[src/rtl/plic_mt_if.sv]
// Bundle between the APB register shell and the multi-target PLIC core:
// raw sources, per-target configuration, claim/complete strobes and core results.
interface plic_mt_if #(
  parameter int NUM_SRC = 64,
  parameter int NUM_TGT = 2,
  parameter int PRIO_W  = 3
);
  localparam int ID_W = $clog2(NUM_SRC);

  logic [NUM_SRC-1:0]         irq_i;
  logic [NUM_SRC-1:0]         tm_i;
  logic [NUM_SRC*PRIO_W-1:0]  prio_i;
  logic [NUM_TGT*NUM_SRC-1:0] ie_i;
  logic [NUM_TGT*PRIO_W-1:0]  thold_i;
  logic [NUM_TGT-1:0]         claim_i;
  logic [NUM_TGT-1:0]         comp_i;
  logic [NUM_TGT*ID_W-1:0]    comp_id_i;
  logic [NUM_SRC-1:0]         ip_o;
  logic [NUM_TGT*ID_W-1:0]    claim_id_o;
  logic [NUM_TGT-1:0]         irq_o;

  modport master (
    output irq_i, tm_i, prio_i, ie_i, thold_i, claim_i, comp_i, comp_id_i,
    input  ip_o, claim_id_o, irq_o
  );

  modport slave (
    input  irq_i, tm_i, prio_i, ie_i, thold_i, claim_i, comp_i, comp_id_i,
    output ip_o, claim_id_o, irq_o
  );
endinterface

[src/rtl/plic_mt_core.sv]
// Multi-target PLIC core: per-source gateways with edge pending counters, pending
// bits, per-target enable/threshold arbitration and claim/complete handling.
module plic_mt_core #(
  parameter int NUM_SRC = 64,
  parameter int NUM_TGT = 2,
  parameter int PRIO_W  = 3,
  parameter int ECNT_W  = 2
) (
  input  logic     clk_i,
  input  logic     rst_n_i,
  plic_mt_if.slave bus
);
  localparam int ID_W = $clog2(NUM_SRC);

  typedef enum logic [1:0] {
    GW_IDLE     = 2'd0,
    GW_PEND     = 2'd1,
    GW_INFLIGHT = 2'd2
  } gw_state_e;

  logic [NUM_SRC-1:1] irq_q_reg;
  logic [NUM_SRC-1:1] irq_q_d_reg;
  logic [NUM_SRC-1:1] tm_q_reg;
  logic [NUM_SRC-1:0] ip;
  logic [PRIO_W-1:0]  prio     [NUM_SRC];
  logic [NUM_SRC-1:0] ie       [NUM_TGT];
  logic [PRIO_W-1:0]  thold    [NUM_TGT];
  logic [ID_W-1:0]    comp_id  [NUM_TGT];
  logic [ID_W-1:0]    best_q   [NUM_TGT];
  logic [ID_W-1:0]    claim_id [NUM_TGT];
  logic               unused_src0;

  // Source 0 is reserved, so its raw input and mode bit are never looked at.
  assign unused_src0 = bus.irq_i[0] ^ bus.tm_i[0];

  always_ff @(posedge clk_i or negedge rst_n_i) begin
    if (!rst_n_i) begin
      irq_q_reg   <= '0;
      irq_q_d_reg <= '0;
      tm_q_reg    <= '0;
    end else begin
      irq_q_reg   <= bus.irq_i[NUM_SRC-1:1];
      irq_q_d_reg <= irq_q_reg;
      tm_q_reg    <= bus.tm_i[NUM_SRC-1:1];
    end
  end

  // A lower-indexed target asking for the same ID wins; the others read 0.
  always_comb begin
    for (int t = 0; t < NUM_TGT; t++) begin
      claim_id[t] = '0;
      if (bus.claim_i[t] && best_q[t] != '0 && ip[best_q[t]]) begin
        claim_id[t] = best_q[t];
        for (int u = 0; u < NUM_TGT; u++) begin
          if (u < t && bus.claim_i[u] && best_q[u] == best_q[t]) begin
            claim_id[t] = '0;
          end
        end
      end
    end
  end

  genvar gi;

  for (gi = 0; gi < NUM_SRC; gi++) begin : g_src
    assign prio[gi] = bus.prio_i[gi*PRIO_W +: PRIO_W];

    if (gi == 0) begin : g_rsvd
      assign ip[gi] = 1'b0;
    end else begin : g_gw
      gw_state_e         state_reg, state_next;
      logic [ECNT_W-1:0] ecnt_reg, ecnt_next;
      logic              edge_hit, claim_hit, comp_hit, ip_bit;

      always_comb begin
        edge_hit  = irq_q_reg[gi] & ~irq_q_d_reg[gi];
        claim_hit = 1'b0;
        comp_hit  = 1'b0;
        for (int t = 0; t < NUM_TGT; t++) begin
          claim_hit = claim_hit | (claim_id[t] == ID_W'(gi));
          comp_hit  = comp_hit | (bus.comp_i[t] && comp_id[t] == ID_W'(gi) && ie[t][gi]);
        end
      end

      always_ff @(posedge clk_i or negedge rst_n_i) begin
        if (!rst_n_i) begin
          state_reg <= GW_IDLE;
          ecnt_reg  <= '0;
        end else begin
          state_reg <= state_next;
          ecnt_reg  <= ecnt_next;
        end
      end

      always_comb begin
        state_next = state_reg;
        case (state_reg)
          GW_IDLE: begin
            if (bus.tm_i[gi] ? (edge_hit || ecnt_reg != '0) : irq_q_reg[gi]) begin
              state_next = GW_PEND;
            end
          end
          GW_PEND:     if (claim_hit) state_next = GW_INFLIGHT;
          GW_INFLIGHT: if (comp_hit)  state_next = GW_IDLE;
          default:     state_next = GW_IDLE;
        endcase
      end

      // An edge in IDLE pends directly; a stored edge is spent only when no fresh one arrives.
      always_comb begin
        ecnt_next = ecnt_reg;
        if (bus.tm_i[gi] != tm_q_reg[gi]) begin
          ecnt_next = '0;
        end else if (bus.tm_i[gi]) begin
          if (state_reg == GW_IDLE) begin
            if (!edge_hit && ecnt_reg != '0) ecnt_next = ecnt_reg - ECNT_W'(1);
          end else if (edge_hit && ecnt_reg != {ECNT_W{1'b1}}) begin
            ecnt_next = ecnt_reg + ECNT_W'(1);
          end
        end
      end

      always_comb begin
        ip_bit = (state_reg == GW_PEND);
      end

      assign ip[gi] = ip_bit;
    end
  end

  for (gi = 0; gi < NUM_TGT; gi++) begin : g_tgt
    logic [ID_W-1:0]   best_id, best_id_reg;
    logic [PRIO_W-1:0] best_prio;
    logic              irq_reg;

    assign ie[gi]      = bus.ie_i[gi*NUM_SRC +: NUM_SRC];
    assign thold[gi]   = bus.thold_i[gi*PRIO_W +: PRIO_W];
    assign comp_id[gi] = bus.comp_id_i[gi*ID_W +: ID_W];

    // Strict compare during an ascending scan keeps the lowest ID on priority ties.
    always_comb begin
      best_id   = '0;
      best_prio = '0;
      for (int i = 0; i < NUM_SRC; i++) begin
        if (ip[i] && ie[gi][i] && prio[i] > thold[gi] && prio[i] > best_prio) begin
          best_id   = ID_W'(i);
          best_prio = prio[i];
        end
      end
    end

    always_ff @(posedge clk_i or negedge rst_n_i) begin
      if (!rst_n_i) begin
        best_id_reg <= '0;
        irq_reg     <= 1'b0;
      end else begin
        best_id_reg <= best_id;
        irq_reg     <= (best_id != '0);
      end
    end

    assign best_q[gi]                         = best_id_reg;
    assign bus.irq_o[gi]                      = irq_reg;
    assign bus.claim_id_o[gi*ID_W +: ID_W]    = claim_id[gi];
  end

  assign bus.ip_o = ip;

endmodule
[src/flat_wrapper.sv]
// flat-port wrapper written by rule: the top's interface ports become plain ports
module plic_mt_core_flat 
#(
  parameter int NUM_SRC = 64,
  parameter int NUM_TGT = 2,
  parameter int PRIO_W  = 3,
  parameter int ECNT_W  = 2
)
  (clk_i, rst_n_i, bus_irq_i, bus_tm_i, bus_prio_i, bus_ie_i, bus_thold_i, bus_claim_i, bus_comp_i, bus_comp_id_i, bus_ip_o, bus_claim_id_o, bus_irq_o);
  plic_mt_if #(.NUM_SRC(NUM_SRC), .NUM_TGT(NUM_TGT), .PRIO_W(PRIO_W)) bus_i ();
  input  logic clk_i;
  input  logic rst_n_i;
  input wire logic [$bits(bus_i.irq_i)-1:0] bus_irq_i;
  input wire logic [$bits(bus_i.tm_i)-1:0] bus_tm_i;
  input wire logic [$bits(bus_i.prio_i)-1:0] bus_prio_i;
  input wire logic [$bits(bus_i.ie_i)-1:0] bus_ie_i;
  input wire logic [$bits(bus_i.thold_i)-1:0] bus_thold_i;
  input wire logic [$bits(bus_i.claim_i)-1:0] bus_claim_i;
  input wire logic [$bits(bus_i.comp_i)-1:0] bus_comp_i;
  input wire logic [$bits(bus_i.comp_id_i)-1:0] bus_comp_id_i;
  output wire logic [$bits(bus_i.ip_o)-1:0] bus_ip_o;
  output wire logic [$bits(bus_i.claim_id_o)-1:0] bus_claim_id_o;
  output wire logic [$bits(bus_i.irq_o)-1:0] bus_irq_o;
  assign bus_i.irq_i = bus_irq_i;
  assign bus_i.tm_i = bus_tm_i;
  assign bus_i.prio_i = bus_prio_i;
  assign bus_i.ie_i = bus_ie_i;
  assign bus_i.thold_i = bus_thold_i;
  assign bus_i.claim_i = bus_claim_i;
  assign bus_i.comp_i = bus_comp_i;
  assign bus_i.comp_id_i = bus_comp_id_i;
  assign bus_ip_o = bus_i.ip_o;
  assign bus_claim_id_o = bus_i.claim_id_o;
  assign bus_irq_o = bus_i.irq_o;
  plic_mt_core #(.NUM_SRC(NUM_SRC), .NUM_TGT(NUM_TGT), .PRIO_W(PRIO_W), .ECNT_W(ECNT_W)) u_core (.clk_i(clk_i), .rst_n_i(rst_n_i), .bus(bus_i));
endmodule
[config.mk]
export PLATFORM = sky130hd
export DESIGN_NAME = plic_mt_core_flat
export DESIGN_NICKNAME = d
export VERILOG_FILES = /design/src/rtl/plic_mt_if.sv /design/src/rtl/plic_mt_core.sv /design/src/flat_wrapper.sv
export SDC_FILE = /design/constraint.sdc
export NUM_CORES = 2
export LEC_CHECK = 0
export CORE_ASPECT_RATIO = 1.75
export CORE_MARGIN = 2
export CORE_UTILIZATION = 60
export CTS_BUF_LIST = sky130_fd_sc_hd__clkbuf_4 sky130_fd_sc_hd__clkbuf_8
export DETAILED_ROUTE_END_ITERATION = 8
export PLACE_DENSITY = 0.84
export SETUP_SLACK_MARGIN = 0.15
export SLEW_MARGIN = 20
export SYNTH_ARGS = -nofsm -noshare
export SYNTH_HDL_FRONTEND = slang
export SYNTH_SLANG_ARGS = --single-unit
[constraint.sdc]
create_clock -name clk_i -period 85.6 [get_ports clk_i]
set_input_delay 12.84 -clock clk_i [delete_from_list [all_inputs] [get_ports clk_i]]
set_output_delay 12.84 -clock clk_i [all_outputs]
set_load 0.005 [all_outputs]
==> results of run 1 <==
## per-layer routing
metal | track usage (%) | overflow
met2 | 89.3 | 1
met5 | 7.24 | 0
met3 | 34.0 | 0
met1 | 59.4 | 0
met4 | 67.1 | 1
## timing repair
item / 4_1_cts
buffers inserted: 82
setup endpoints to repair: 14
gates resized for setup: 126
hold buffers: 0
pin swaps: 143
## kinds of logic after synthesis
family | Yosys count | synth area share, %
compound gates | 2106 | 29.3
xor+xnor | 10 | 0.177
fa+ha+maj | 641 | 16.0
buf+inv | 703 | 5.98
flops | 455 | 23.1
mux | 95 | 3.01
other cells | 1 | 0.00760
simple gates | 2316 | 22.6
## per-stage QoR
| step | area (sq um) | hold slack [ns] | utilization [%] | worst slack (ns) | std cells |
|---|---|---|---|---|---|
| after CTS | 63700 | 0.395 | 77.9 | -5.25 | 8627 |
| after global placement | 60900 | 0.376 | 74.5 | -5.97 | 8413 |
| after floorplan | 50200 | 0.367 | - | -1.86 | 6327 |
| after detailed placement | 60900 | 0.377 | 74.5 | -7.59 | 8413 |
==> flow_summary.toml, run 1 <==
[status]
status = "stopped before the end"
failed_stage = "5_1_grt"
stop_error = "[ERROR GRT-0232] Routing congestion too high. Check the congestion heatmap in the GUI."

[synthesis]
synth_top_area_share_pct = 23.1
synth_fp_nets = 7382
yosysWarnings = 0
synth_edf_count = 0
ys_seq_elements = 455
syn_area_sq_um = 49400
syn_inst = 6327
yosysMostFrequentCell = "nand2_1"
ys_top_cells_by_count = "765 x nand2_1, 583 x ha_1, 566 x o21ai_0"
synth_cell_types = 136
synth_largest_area_cell = "dfrtp_1"
synth.area.top_cells = "dfrtp_1 23%, ha_1 15%, nand2_1 5.8%"
syn_area_per_cell_sq_um = 7.80
synth-main-ff-cell = "dfrtp_1"
ys_seq_area_share_pct = 23.1
ys_async_sr_fraction_pct = 100

[global_route]
antenna_found_initial = 66
grt_max_degree = 181
overflow = 2
track_usage_pct = 61.9

[place]
gp_congestion = 1.15
portBuffers = 541
hpwl_microns = 187000

[clock_network]
htree_num_levels = 3
cts_root_buffer = "clkbuf_8"
numCtsBuffers = 73
cts_buffer_depth = 3
clock-sinks = 455

[floorplanning]
rows = 139
ios = 550
die_y_microns = 383
die_w_microns = 221
start_util_pct = 60.4

[sta]
worst_endpoint = "u_core.g_tgt[1].best_id_reg[4]$_DFF_PN0_/D"
worstEndpointType = "register input"
==> inputs of run 2 (changes only) <==
- CORE_ASPECT_RATIO: 1.75 -> unset
- CORE_UTILIZATION: 60 -> 40
- CTS_BUF_LIST: sky130_fd_sc_hd__clkbuf_4 sky130_fd_sc_hd__clkbuf_8 -> unset
- PLACE_DENSITY: 0.84 -> unset
- PLACE_DENSITY_LB_ADDON: unset -> 0.15
- SETUP_SLACK_MARGIN: 0.15 -> unset
==> run 2 against run 1 <==
  * The flow now finishes, with violations (negative setup slack)
  * Area after synthesis is the same
  * Synthesized cell count is the same
==> flow_summary.toml, run 2 <==
[clock_network]
cts_tree = "yes"
cts_root_buffer = "clkbuf_16"
numCtsBuffers = 54
clock_latency_ns = 0.64
cts_buffer_depth = 3
path_clk_slew_ns = 0.06
clock-sinks = 455
htree_num_levels = 2
postCtsHoldBufs = 0

[power_and_ir_drop]
p_int_uw = 1470
netSwitchingPower_uw = 1220
combPwrFrac_pct = 79.7
ir_worst_vdd_v = 0.0000218
netSwitchingFraction_pct = 45.3
p_leak_uw = 0.0315
clkPwrFrac_pct = 9.2
seq_power_share_pct = 11.1
p_per_area_nw_per_um2 = 39.1

[synthesis]
synth_top_family_by_area = "compound AO/OA/AOI/OAI gates"
yosysWarnings = 0
synth_cell_types = 136
ys_top_cells_by_count = "765 x nand2_1, 583 x ha_1, 566 x o21ai_0"
ys_async_sr_fraction_pct = 100
synth_largest_area_cell = "dfrtp_1"
syn_area_sq_um = 49400
ys_seq_area_share_pct = 23.1
synth_top_area_share_pct = 23.1
yosys.area_share.simple_pct = 22.6
synthMuxAreaShare_pct = 3.01
ys_seq_elements = 455
syn_inst = 6327
synth.area.top_cells = "dfrtp_1 23%, ha_1 15%, nand2_1 5.8%"
synth-main-ff-cell = "dfrtp_1"
synth_fp_nets = 7382
synth_xor_area_share_pct = 0.177
synth_edf_count = 0
synth_fa_ha_area_share_pct = 16.0
synth_compound_area_share_pct = 29.3
syn_area_per_cell_sq_um = 7.80
yosysMostFrequentCell = "nand2_1"

[global_route]
grt_max_degree = 94
grt_pass1_wl_microns = 329000
track_usage_pct = 34.3
overflow = 0
antenna_found_initial = 45
grt_pass1_vias = 52500

[sta]
tightest_slew_ns = 1.21
finalWorstSetupSlack_ns = -1.83
skew_ns = 0.0572
hold_viol = 0
fin_crit_ns = 87.43
rsz0062_at_grt = "yes"
drv_slew = 0
setup-violations-final = 14
maxSlewHeadroom_pct = 18.8
min_period_over_period_pct = 102
max_freq_mhz = 11.4

[worst_setup_path]
slowest_stage = "or4_4"
critical_path.max_stage_delay_ns = 0.51
crit_fanout = 5
start_kind = "primary input"
cp_num_buf_inv = 15
cp_top_family = "adder cells"
required_ns = 86.06
reg2reg_depth = 417
cp_common_cell = "ha_4"
crit_path_end_kind = "flop"
arrival_ns = 87.89
cp_num_cells = 420
crit_type = "in2reg"

[cells_and_area]
fillers = 11200
ff_latch_area_sq_um = 11400
syn_to_final_growth_pct = 39.2
layout_commonest_cell = "buf_4"
final_cell_mix = "939 x buf_4, 733 x nand2_1, 531 x clkdlybuf4s50_1"
nNetsFinal = 8762
multi_input_area_sq_um = 38700
stdcell_area_sq_um = 68700
drive_above_1_share_pct = 23.6

[flow_run]
drv_cap = 0

[place]
place_area_sq_um = 61600
pre_cts_ws_ns = -6.06
hpwl_microns = 184000
gp_congestion = 0.982
portBuffers = 541

[min_path]
min_path_type = "reg2reg"
hold_depth = 0

[route]
antenna_left = 0
num_vias = 56500
viasPerCell = 6.01
drt_iter0_markers = 5531
wl_per_cell_microns = 24.3
drcViolationCount = 0
drt_wl_total_microns = 229000
firstDrtPassIters = 6

[floorplanning]
core_area_sq_um = 122000
start_util_pct = 40.4
ios = 550
die_y_microns = 355
die_w_microns = 355
rows = 128
dieArea_sq_um = 126000

[status]
status = "complete, but fails checks"
violations = "negative setup slack"
run 2: metal layers:
metal / share of wire [%] / GRT usage, % / wire length, microns
met1: 43 / 45.8 / 97300
met2: 42 / 51.8 / 96900
met3: 9.6 / 8.59 / 21900
met4: 5.4 / 16.2 / 12300
met5: 0.084 / 0 / 191
run 2: path summary, 6_finish.rpt:
path,start,end,slack [ns]
max,bus_thold_i[5],u_core.g_tgt[1].irq_reg,-1.83
min,u_core.irq_q_reg[21],u_core.irq_q_d_reg[21],0.39
max reg2reg,u_core.g_src[1].g_gw.state_reg[1],u_core.g_tgt[1].irq_reg,10.22
min reg2reg,u_core.irq_q_reg[21],u_core.irq_q_d_reg[21],0.39
max in group asynchronous,rst_n_i,u_core.g_tgt[1].best_id_reg[0],70.42
min in group asynchronous,rst_n_i,u_core.irq_q_reg[8],12.22
run 2: logic make-up (layout without fill, tap and decap cells):
group / after synthesis / in the layout
AO/OA/AOI/OAI: 2106 / 2106
multiplexers: 95 / 95
XOR/XNOR: 10 / 10
adder cells (fa/ha/maj): 641 / 641
buffers and inverters: 703 / 2126
AND/OR/NAND/NOR: 2316 / 2316
other: 1 / 22
flip-flops: 455 / 455
run 2: area by class of cell:
class / count / share of cell area (%)
clock inverters: 30 / 0.575
well taps: 1625 / 2.96
diodes: 21 / 0.0765
multi-input cells: 5169 / 56.3
inverters: 536 / 2.95
flip-flops and latches: 455 / 16.6
repair buffers: 1491 / 18.4
clock buffers: 69 / 2.18
run 2: what timing repair did:
action	CTS	global route
buffers inserted	198	112
resized for setup	172	439
pin swaps	203	531
endpoints found under the setup margin	14	14
run 2: through the flow:
| stage | utilization, % | cells | power (uW) | hold slack [ns] | setup TNS, ns |
|---|---|---|---|---|---|
| after floorplan | - | 6327 | 1270 | 0.367 | -22.19 |
| after global placement | 50.4 | 8968 | 1910 | 0.377 | -69.28 |
| after detailed placement | 50.4 | 8968 | 1930 | 0.378 | -80.98 |
| after CTS | 53.7 | 9265 | 2330 | 0.392 | -45.93 |
| after global routing | 56.2 | 9390 | 2860 | 0.405 | -70.85 |
| final | 56.2 | 9396 | 2690 | 0.390 | -20.72 |
run 2: power by group through the flow:
stage,clock network (uW),logic (uW),registers (uW)
2_1_floorplan,0,991,281
3_3_place_gp,0,1610,298
3_5_place_dp,0,1630,299
4_1_cts,249,1780,296
5_1_grt,258,2300,303
6_report,247,2140,298
Note: power is estimated with default switching activity, not from simulation.
